**config.mk**
```make
export PLATFORM = sky130hd
export DESIGN_NAME = uart_mem_loader
export DESIGN_NICKNAME = d
export VERILOG_FILES = /design/src/rtl/uart_mem_loader.sv
export SDC_FILE = /design/constraint.sdc
export NUM_CORES = 1
export LEC_CHECK = 0
export BUFFER_PORTS_ARGS = -buffer_cell sky130_fd_sc_hd__buf_4
export CAP_MARGIN = 20
export CELL_PAD_IN_SITES_DETAIL_PLACEMENT = 0
export CELL_PAD_IN_SITES_GLOBAL_PLACEMENT = 1
export CORE_AREA = 2 2 104 106
export DETAILED_ROUTE_END_ITERATION = 7
export DIE_AREA = 0 0 106 108
export GPL_ROUTABILITY_DRIVEN = 0
export PLACE_DENSITY_LB_ADDON = 0.3
export SYNTH_ARGS = -nofsm -noshare
export SYNTH_HDL_FRONTEND = slang
export SYNTH_SLANG_ARGS = --single-unit
```
**constraint.sdc**
```tcl
create_clock -name clk -period 4.72 [get_ports clk]
set_input_delay 0.708 -clock clk [delete_from_list [all_inputs] [get_ports clk]]
set_output_delay 0.708 -clock clk [all_outputs]
set_load 0.02 [all_outputs]
```
**src/rtl/uart_mem_loader.sv**
```systemverilog
// UART memory loader: receives a block of bytes into data RAM, runs the CPU,
// then streams a RAM window back out over the UART with an optional checksum.
module uart_mem_loader #(
  parameter int ADDR_W      = 16,
  parameter int LOAD_BASE   = 0,
  parameter int LOAD_LEN    = 65536,
  parameter int DUMP_BASE   = 0,
  parameter int DUMP_LEN    = 65536,
  parameter int CSUM_EN     = 1,
  parameter int CPU_TIMEOUT = 0
) (
  input  logic              clk,
  input  logic              reset,
  input  logic              rx_done,
  input  logic [7:0]        rx_byte,
  output logic              tx_send,
  output logic [7:0]        tx_data,
  input  logic              tx_ready,
  output logic              mem_we,
  output logic [ADDR_W-1:0] mem_addr,
  output logic [7:0]        mem_din,
  input  logic [7:0]        mem_dout,
  output logic              cpu_enable,
  input  logic              cpu_finish,
  output logic              busy,
  output logic              error,
  output logic [7:0]        led,
  output logic [3:0]        state_dbg
);

  // Handshakes: rx_done is a one-cycle valid strobe qualifying rx_byte; tx_send
  // is a one-cycle start strobe accepted only when tx_ready is high, after which
  // tx_ready drops while the byte is shifted out and rises again when idle.

  typedef enum logic [3:0] {
    LOAD_WAIT = 4'd0,
    LOAD_WR   = 4'd1,
    LOAD_NEXT = 4'd2,
    RUN       = 4'd3,
    DUMP_ADDR = 4'd4,
    DUMP_RD   = 4'd5,
    DUMP_SEND = 4'd6,
    DUMP_BUSY = 4'd7,
    DUMP_IDLE = 4'd8,
    CSUM_SEND = 4'd9,
    CSUM_BUSY = 4'd10,
    CSUM_IDLE = 4'd11,
    FINISH    = 4'd12
  } state_t;

  localparam int                CW          = ADDR_W + 1;
  localparam logic [ADDR_W-1:0] LOAD_BASE_A = ADDR_W'(LOAD_BASE);
  localparam logic [ADDR_W-1:0] DUMP_BASE_A = ADDR_W'(DUMP_BASE);
  localparam logic [CW-1:0]     LOAD_LEN_C  = CW'(LOAD_LEN);
  localparam logic [CW-1:0]     DUMP_LEN_C  = CW'(DUMP_LEN);
  localparam bit                WD_EN       = (CPU_TIMEOUT != 0);
  localparam logic [31:0]       WD_LIMIT    = 32'(CPU_TIMEOUT - 1);
  localparam bit                CSUM_ON     = (CSUM_EN != 0);

  state_t              state_q, state_d;
  logic [CW-1:0]       count_q, count_d;
  logic [7:0]          csum_q, csum_d;
  logic [31:0]         wd_q, wd_d;
  logic [7:0]          tx_data_q, tx_data_d;
  logic [ADDR_W-1:0]   mem_addr_q, mem_addr_d;
  logic [7:0]          mem_din_q, mem_din_d;
  logic [7:0]          led_q, led_d;
  logic                error_q, error_d;

  always_ff @(posedge clk) begin
    if (reset) begin
      state_q    <= LOAD_WAIT;
      count_q    <= '0;
      csum_q     <= '0;
      wd_q       <= '0;
      tx_data_q  <= '0;
      mem_addr_q <= LOAD_BASE_A;
      mem_din_q  <= '0;
      led_q      <= '0;
      error_q    <= 1'b0;
    end else begin
      state_q    <= state_d;
      count_q    <= count_d;
      csum_q     <= csum_d;
      wd_q       <= wd_d;
      tx_data_q  <= tx_data_d;
      mem_addr_q <= mem_addr_d;
      mem_din_q  <= mem_din_d;
      led_q      <= led_d;
      error_q    <= error_d;
    end
  end

  always_comb begin
    state_d    = state_q;
    count_d    = count_q;
    csum_d     = csum_q;
    wd_d       = wd_q;
    tx_data_d  = tx_data_q;
    mem_addr_d = mem_addr_q;
    mem_din_d  = mem_din_q;
    led_d      = led_q;
    error_d    = error_q;

    unique case (state_q)
      LOAD_WAIT: begin
        if (rx_done) begin
          mem_din_d  = rx_byte;
          led_d      = rx_byte;
          error_d    = 1'b0;
          mem_addr_d = LOAD_BASE_A + count_q[ADDR_W-1:0];
          state_d    = LOAD_WR;
        end
      end
      LOAD_WR: begin
        count_d = count_q + 1'b1;
        state_d = LOAD_NEXT;
      end
      LOAD_NEXT: begin
        if (count_q == LOAD_LEN_C) begin
          count_d = '0;
          state_d = RUN;
        end else begin
          state_d = LOAD_WAIT;
        end
      end
      RUN: begin
        wd_d = wd_q + 32'd1;
        // The read address is launched on entry to DUMP_ADDR so the synchronous
        // RAM output is already valid by the time DUMP_RD captures it.
        if (cpu_finish) begin
          mem_addr_d = DUMP_BASE_A + count_q[ADDR_W-1:0];
          state_d    = DUMP_ADDR;
        end else if (WD_EN && wd_q == WD_LIMIT) begin
          error_d    = 1'b1;
          mem_addr_d = DUMP_BASE_A + count_q[ADDR_W-1:0];
          state_d    = DUMP_ADDR;
        end
      end
      DUMP_ADDR: begin
        mem_addr_d = DUMP_BASE_A + count_q[ADDR_W-1:0];
        state_d    = DUMP_RD;
      end
      DUMP_RD: begin
        tx_data_d = mem_dout;
        led_d     = mem_dout;
        csum_d    = csum_q + mem_dout;
        state_d   = DUMP_SEND;
      end
      DUMP_SEND: state_d = DUMP_BUSY;
      DUMP_BUSY: begin
        if (!tx_ready) state_d = DUMP_IDLE;
      end
      DUMP_IDLE: begin
        if (tx_ready) begin
          count_d = count_q + 1'b1;
          if (count_d == DUMP_LEN_C) begin
            if (CSUM_ON) begin
              tx_data_d = csum_q;
              state_d   = CSUM_SEND;
            end else begin
              state_d = FINISH;
            end
          end else begin
            mem_addr_d = DUMP_BASE_A + count_d[ADDR_W-1:0];
            state_d    = DUMP_ADDR;
          end
        end
      end
      CSUM_SEND: state_d = CSUM_BUSY;
      CSUM_BUSY: begin
        if (!tx_ready) state_d = CSUM_IDLE;
      end
      CSUM_IDLE: begin
        if (tx_ready) state_d = FINISH;
      end
      FINISH: begin
        count_d    = '0;
        csum_d     = '0;
        wd_d       = '0;
        led_d      = '0;
        mem_addr_d = LOAD_BASE_A;
        state_d    = LOAD_WAIT;
      end
      default: state_d = LOAD_WAIT;
    endcase
  end

  assign tx_send    = (state_q == DUMP_SEND) || (state_q == CSUM_SEND);
  assign tx_data    = tx_data_q;
  assign mem_we     = (state_q == LOAD_WR);
  assign mem_addr   = mem_addr_q;
  assign mem_din    = mem_din_q;
  assign cpu_enable = (state_q == RUN);
  assign busy       = (state_q != LOAD_WAIT);
  assign error      = error_q;
  // A pending watchdog error lights the top LED whenever the CPU is not running.
  assign led        = (state_q == RUN) ? 8'hFF : {led_q[7] | error_q, led_q[6:0]};
  assign state_dbg  = state_q;

endmodule

```
==> results of run 1 <==
[final cells by class]
| cell class | instances | area (um^2) | area share [%] |
|---|---|---|---|
| Timing Repair Buffer | 77 | 578 | 11.5 |
| Clock buffer | 10 | 138 | 2.74 |
| Clock inverter | 6 | 93.8 | 1.87 |
| Inverter | 11 | 41.3 | 0.823 |
| Multi-Input combinational cell | 451 | 2610 | 52.1 |
| Sequential cell | 69 | 1380 | 27.5 |
| Tap cell | 136 | 170 | 3.39 |
[cells in the final DEF (no fill, tap or decap), drive strengths merged, types with 9 or more instances in the layout]
cell type | synthesis | layout
inv | 9 | 10
nor2 | 48 | 48
o21ai | 67 | 67
clkbuf | 40 | 10
nor4 | 11 | 11
a22oi | 10 | 10
dfxtp | 69 | 69
or3 | 25 | 25
nand2 | 72 | 72
a21oi | 66 | 66
a211oi | 11 | 11
nand3 | 18 | 18
ha | 9 | 9
nor3 | 22 | 22
or2 | 10 | 10
buf | 14 | 77
[kinds of logic after synthesis]
group	count (synthesis)	synth area share, %
adders and majority gates	10	3.10
DFF	69	32.3
and+or+nand+nor	244	30.5
buffers and inverters	65	6.53
xor gates and xnor gates	7	1.43
AOI/OAI and AO/OA	189	26.0
other	1	0.0878
[worst max-delay path: cells and delay by family (launching register included)]
kind                     cells  cell delay [ps]
buffers and inverters        1              310
AO/OA/AOI/OAI                3              390
AND/OR/NAND/NOR              4             2060
flip-flops                   1              490
adder cells (fa/ha/maj)      1              320
[synth_stat cells (3+ instances only)]
cell type	count	area, um^2
a2111oi_0	3	26.3
a211oi_1	11	82.6
a21oi_1	66	330
a22oi_1	10	75.1
a31oi_1	3	18.8
and3_1	4	25.0
and4b_1	3	30.0
buf_2	9	45.0
buf_4	4	30.0
clkbuf_1	39	146
dfxtp_1	69	1380
ha_1	9	113
inv_1	9	33.8
nand2_1	71	267
nand2b_1	4	25.0
nand3_1	10	50.1
nand3_2	8	80.1
nand4_1	6	37.5
nor2_1	48	180
nor2b_1	5	31.3
nor3_1	22	110
nor4_1	9	56.3
o211ai_1	5	37.5
o21ai_0	51	255
o21ai_1	16	80.1
or2_2	10	62.6
or3_1	25	156
or4_1	5	37.5
xnor2_1	6	52.6
[flip-flops by register name, indices dropped and copies added, names as in the netlist]
| register | flops |
|---|---|
| count_q | 17 |
| csum_q | 8 |
| led_q | 8 |
| mem_addr | 16 |
| mem_din | 8 |
| state_dbg | 4 |
| tx_data | 8 |
[layer usage]
layer | routed length, um | vias up | track usage, %
li1 | - | 2184 | -
met1 | 5440 | 2051 | 27.6
met2 | 5950 | 145 | 36.7
met3 | 676 | 18 | 3.74
met4 | 228 | 0 | 7.42
met5 | 0 | - | 0
[through the flow]
stage          total power [mW]  setup slack, ps  cells
2_1_floorplan              1.13             1980    585
3_3_place_gp               1.34             1310    744
3_5_place_dp               1.34             1150    744
4_1_cts                    1.91             1120    760
5_1_grt                    2.01              815    760
6_report                   1.90             1070    760
[how the worst min path moves through the flow]
stage / end / slack, ps / startpoint
2_1_floorplan: csum_q[2] / 450 / csum_q[2]
3_3_place_gp: mem_din[0] / 450 / mem_din[0]
3_5_place_dp: mem_din[0] / 450 / mem_din[0]
4_1_cts: mem_din[0] / 460 / mem_din[0]
5_1_grt: mem_din[4] / 490 / mem_din[4]
6_report: mem_din[0] / 460 / mem_din[0]
[power breakdown]
part           switching, mW  internal (mW)  total, mW
combinational          0.397          0.232      0.629
sequential            0.0684          0.635      0.704
clock                  0.247          0.316      0.563
total                  0.712           1.18       1.90
==> summary.txt, run 1 <==
Clocking
  – CTS H-tree depth: 3
  – Number of buffers created by CTS: 9
  – # Post-CTS Setup Buffers: 0
  – CTS Hold Bufs: 0
  – CTS tree: built
  – Clock transition at path regs: 80 ps
  – Root Buffer: clkbuf_8
  – Post-CTS resize count: 0
  – Clock Tree Buf Depth: 2
  – Total clock sinks: 69
  – Clk_lat worst skew: 340 ps

Yosys
  – Post-Syn Area per Cell: 7.30 um^2
  – Yosys warning count: 0
  – Flops & latches, synth: 69
  – Post-synth ARST share: 0%
  – Sequential fraction of the synthesis area: 32.3%
  – Cells after Synth: 585
  – Post-synth EDFFs: 0
  – Top FF cell, synth: dfxtp_1
  – Synth unique cells: 64
  – Net count after synthesis: 616
  – Synthesized cell area: 4270 um^2

Routing
  – Post-route ant nets: 0
  – Drt first-iter violations: 283
  – Vias per inst: 5.79
  – TritonRoute pass-1 iters: 7
  – Drc violations: 0
  – Drt wl/cell: 16.2 um
  – Via count: 4398
  – Post-Route WL: 12.3 mm

Timing
  – Tightest Pin Transition: 1050 ps
  – Setup TNS: 0 ps
  – Hold slack final: 460 ps
  – RSZ-0062 raised after global routing: no
  – Slew headroom: 29.6%
  – Final Skew: 4.86 ps
  – Final slew viol count: 0
  – # setup viols final: 0
  – Max Fclk: 274 MHz
  – Final period util: 77.4%
  – Crit path time final: 3650 ps
  – Hold Vio Cnt, Final: 0

Setup path
  – CP required: 4990 ps
  – Slowest stage delay, CP: 800 ps
  – RR Startpoint: count_q[0]
  – CP endpoint kind: flop
  – Critical Path, Cell by Cell: ha_1 > nand3_1 > or4_1 > nor3_1 > o21ai_1 > nor4_4 > buf_4 > o21ai_1 > a21oi_1
  – Crit Path Max Fanout: 24
  – Worst reg2reg endpoint: mem_addr[13]
  – Critical path capture point: mem_addr[13]
  – R2r setup slk: 1070 ps
  – Arrival @ worst endpoint: 3920 ps
  – Startpoint types: flop
  – Worst Setup SP: count_q[0]
  – Worst-case reg-to-reg path depth: 9
  – Critical path's slowest cell: nor4_4
  – CP Class: reg2reg
  – Crit-path most repeated cell: o21ai_1

Power
  – VDD IR-drop max: 0.000237 V
  – Leak pwr: 1.85 nW
  – Power density cells: 378 nW/um^2

Layout
  – Post-route cell area: 5010 um^2
  – Post-layout util: 49.0%
  – Filler Cells Inserted: 1013
  – Inserted Diodes: 0
  – Fin nets: 650
  – Layout cell share with drive strength beyond 1: 19.2%
  – Synth-to-layout area growth: 17.4%

Global routing
  – Largest net degree at the start of global routing: 66
  – First-pass GRT wire length: 19.6 mm
  – Gr usage total: 21.5%
  – Vias in the first global route: 3932
  – Grt total ovfl: 0
  – Initial antenna violation count: 0

Floorplan
  – Total core area: 10200 um^2
  – Full die area: 11400 um^2
  – Die Y: 108 um
  – I/O pins: 70
  – Rows: 37
  – Initial Utilization: 41.8%
  – Die width: 106 um

Job
  – Max-Cap Viols: 0

Place
  – DP HPWL: 8.42 mm
  – Cell Area, Placed: 4780 um^2
  – PortBufs: 68

Worst hold path
  – Worst hold-check path type: reg2reg
  – Hold path depth: 2

Run status
  – Status: complete, no violations
Power figures use the tool's default switching activity.
==> run 2: changes to the inputs <==
--- a/config.mk
+++ b/config.mk
@@ -9,9 +9,9 @@
 export CAP_MARGIN = 20
 export CELL_PAD_IN_SITES_DETAIL_PLACEMENT = 0
 export CELL_PAD_IN_SITES_GLOBAL_PLACEMENT = 1
-export CORE_AREA = 2 2 104 106
+export CORE_AREA = 2 2 111 113
 export DETAILED_ROUTE_END_ITERATION = 7
-export DIE_AREA = 0 0 106 108
+export DIE_AREA = 0 0 113 115
 export GPL_ROUTABILITY_DRIVEN = 0
 export PLACE_DENSITY_LB_ADDON = 0.3
 export SYNTH_ARGS = -nofsm -noshare
==> constraint.sdc (replaced) <==
create_clock -name clk -period 3.34 [get_ports clk]
set_input_delay 0.501 -clock clk [delete_from_list [all_inputs] [get_ports clk]]
set_output_delay 0.501 -clock clk [all_outputs]
set_load 0.02 [all_outputs]
==> summary.txt, run 2 (synthesis gave the netlist of run 1 again) <==
Clocking
  – # Post-CTS Setup Buffers: 0
  – Clock Tree Buf Depth: 2
  – Root Buffer: clkbuf_16
  – CTS H-tree depth: 3
  – CTS tree: built
  – Post-CTS resize count: 0
  – Clk_lat worst skew: 340 ps
  – Number of buffers created by CTS: 9
  – Total clock sinks: 69
  – CTS Hold Bufs: 0
  – Clock transition at path regs: 60 ps

Place
  – DP HPWL: 9.28 mm
  – Post-Place Cells: 771
  – PortBufs: 68

Floorplan
  – Initial Utilization: 36.2%
  – Die Y: 115 um
  – Die width: 113 um
  – I/O pins: 70
  – Rows: 40
  – Full die area: 13000 um^2
  – Total core area: 11800 um^2

Routing
  – TritonRoute pass-1 iters: 4
  – Drt first-iter violations: 233
  – Via count: 4513
  – Post-Route WL: 13.3 mm
  – Vias per inst: 5.74
  – Drc violations: 0
  – Drt wl/cell: 17.0 um
  – Post-route ant nets: 0

Layout
  – Register area: 1380 um^2
  – Synth-to-layout area growth: 22.1%
  – Largest Register: count_q
  – Commonest non-fill, non-tap cell in the layout: buf_4
  – Fin nets: 666
  – Most frequent cells in the layout: 93 x buf_4, 71 x nand2_1, 69 x dfxtp_1, 66 x a21oi_1, 51 x o21ai_0
  – Inserted Diodes: 0
  – Layout cell share with drive strength beyond 1: 21.3%
  – Max reg flops: 17
  – Non-Filler Instances: 786
  – Multi-input logic area: 2620 um^2
  – Filler Cells Inserted: 1219

Power
  – VDD IR-drop max: 0.000331 V
  – Clock network power share: 33.5%
  – Psw: 1.04 mW
  – Combinational power share: 33.0%
  – Power density cells: 552 nW/um^2
  – Power, Total: 2.88 mW
  – Sequential Power Share: 33.5%
  – Internal power: 1.84 mW
  – Leak pwr: 1.96 nW
  – Net Sw Frac: 36.1%

Setup path
  – Slowest stage delay, CP: 680 ps
  – RR Startpoint: count_q[4]
  – Startpoint types: flop
  – R2r setup slk: 330 ps
  – Critical path's slowest cell: or4_1
  – CP Class: reg2reg
  – Crit Path Max Fanout: 32
  – Arrival @ worst endpoint: 3290 ps
  – Worst reg2reg endpoint: mem_addr[14]
  – CP required: 3610 ps
  – CP endpoint kind: flop
  – Critical Path, Cell by Cell: nand3_1 > or4_1 > o21a_1 > o21ai_1 > nor4_4 > buf_4 > or3_1 > a21oi_1
  – Worst-case reg-to-reg path depth: 8

Global routing
  – Grt total ovfl: 0
  – Initial antenna violation count: 0
  – Gr usage total: 20.6%
  – Vias in the first global route: 4241
  – First-pass GRT wire length: 21.2 mm
  – Largest net degree at the start of global routing: 65

Worst hold path
  – Hold path depth: 3
  – Worst Hold Path EP: mem_din[5]
  – Min-delay src: rx_byte[5]
  – Worst hold-check path type: in2reg

Timing
  – Final period util: 90.3%
  – Final Skew: 4.57 ps
  – Tightest Pin Transition: 874 ps
  – Final slew viol count: 0
  – Crit path time final: 3010 ps
  – Slew headroom: 41.6%
  – Max Fclk: 332 MHz
  – Hold Vio Cnt, Final: 0
  – Setup TNS: 0 ps
  – RSZ-0062 raised after global routing: no
  – # setup viols final: 0

Run status
  – Status: complete, no violations

Job
  – Max-Cap Viols: 0
run 2: changes by cell type in the layout (fill, tap and decap cells not counted), sizes merged:
cell	previous run	this run
buf	77	93
bufinv	2	1
clkbuf	10	11
clkinv	4	5
clkinvlp	1	0
inv	10	9
run 2: how the worst max path moves through the flow:
stage	startpoint	endpoint	slack, ps	cells after the start
after detailed placement	count_q[4]	tx_data[4]	200	7
after global placement	count_q[4]	tx_data[6]	330	7
after floorplan	count_q[1]	tx_data[0]	600	9
after CTS	count_q[4]	tx_data[4]	180	7
final	count_q[4]	mem_addr[14]	330	8
after global routing	count_q[4]	mem_addr[0]	50	8
run 2: metrics by stage:
step                      util (%)  cell area [um^2]  hold WS (ps)  worst slack (ps)
final                         44.2              5220           415               325
after global routing          44.2              5220           412              45.3
after CTS                     44.1              5210           407               184
after detailed placement      41.6              4920           448               197
after global placement        41.6              4920           446               329
after floorplan                  -              4270           449               598
run 2: final cells by class:
class / count / area share (%)
repair buffers: 93 / 13.4
clock inverters: 4 / 0.935
inverters: 11 / 0.791
well taps: 147 / 3.52
clock buffers: 11 / 4.65
multi-input cells: 451 / 50.3
flip-flops and latches: 69 / 26.5
run 2: critical path: cells and delay by family (launching register included):
family,cells,cell delay [ps]
compound gates,3,590
buf+inv,1,260
simple gates,4,1500
flops,1,570
run 2: power groups by stage:
stage | sequential (mW) | clock (mW) | combinational [mW]
floorplan | 0.995 | 0 | 0.602
global placement | 0.979 | 0 | 0.934
detailed placement | 0.982 | 0 | 0.945
CTS | 0.965 | 0.989 | 0.949
global route | 0.980 | 1.02 | 1.04
finish | 0.966 | 0.965 | 0.950
run 2: routing by layer:
metal,GRT usage [%],part of all wire (%),up-vias
met5,0,0,-
met4,9.11,2.4,0
met3,5.06,5.7,29
met2,34.9,48,141
met1,25.0,44,2132
li1,-,-,2211
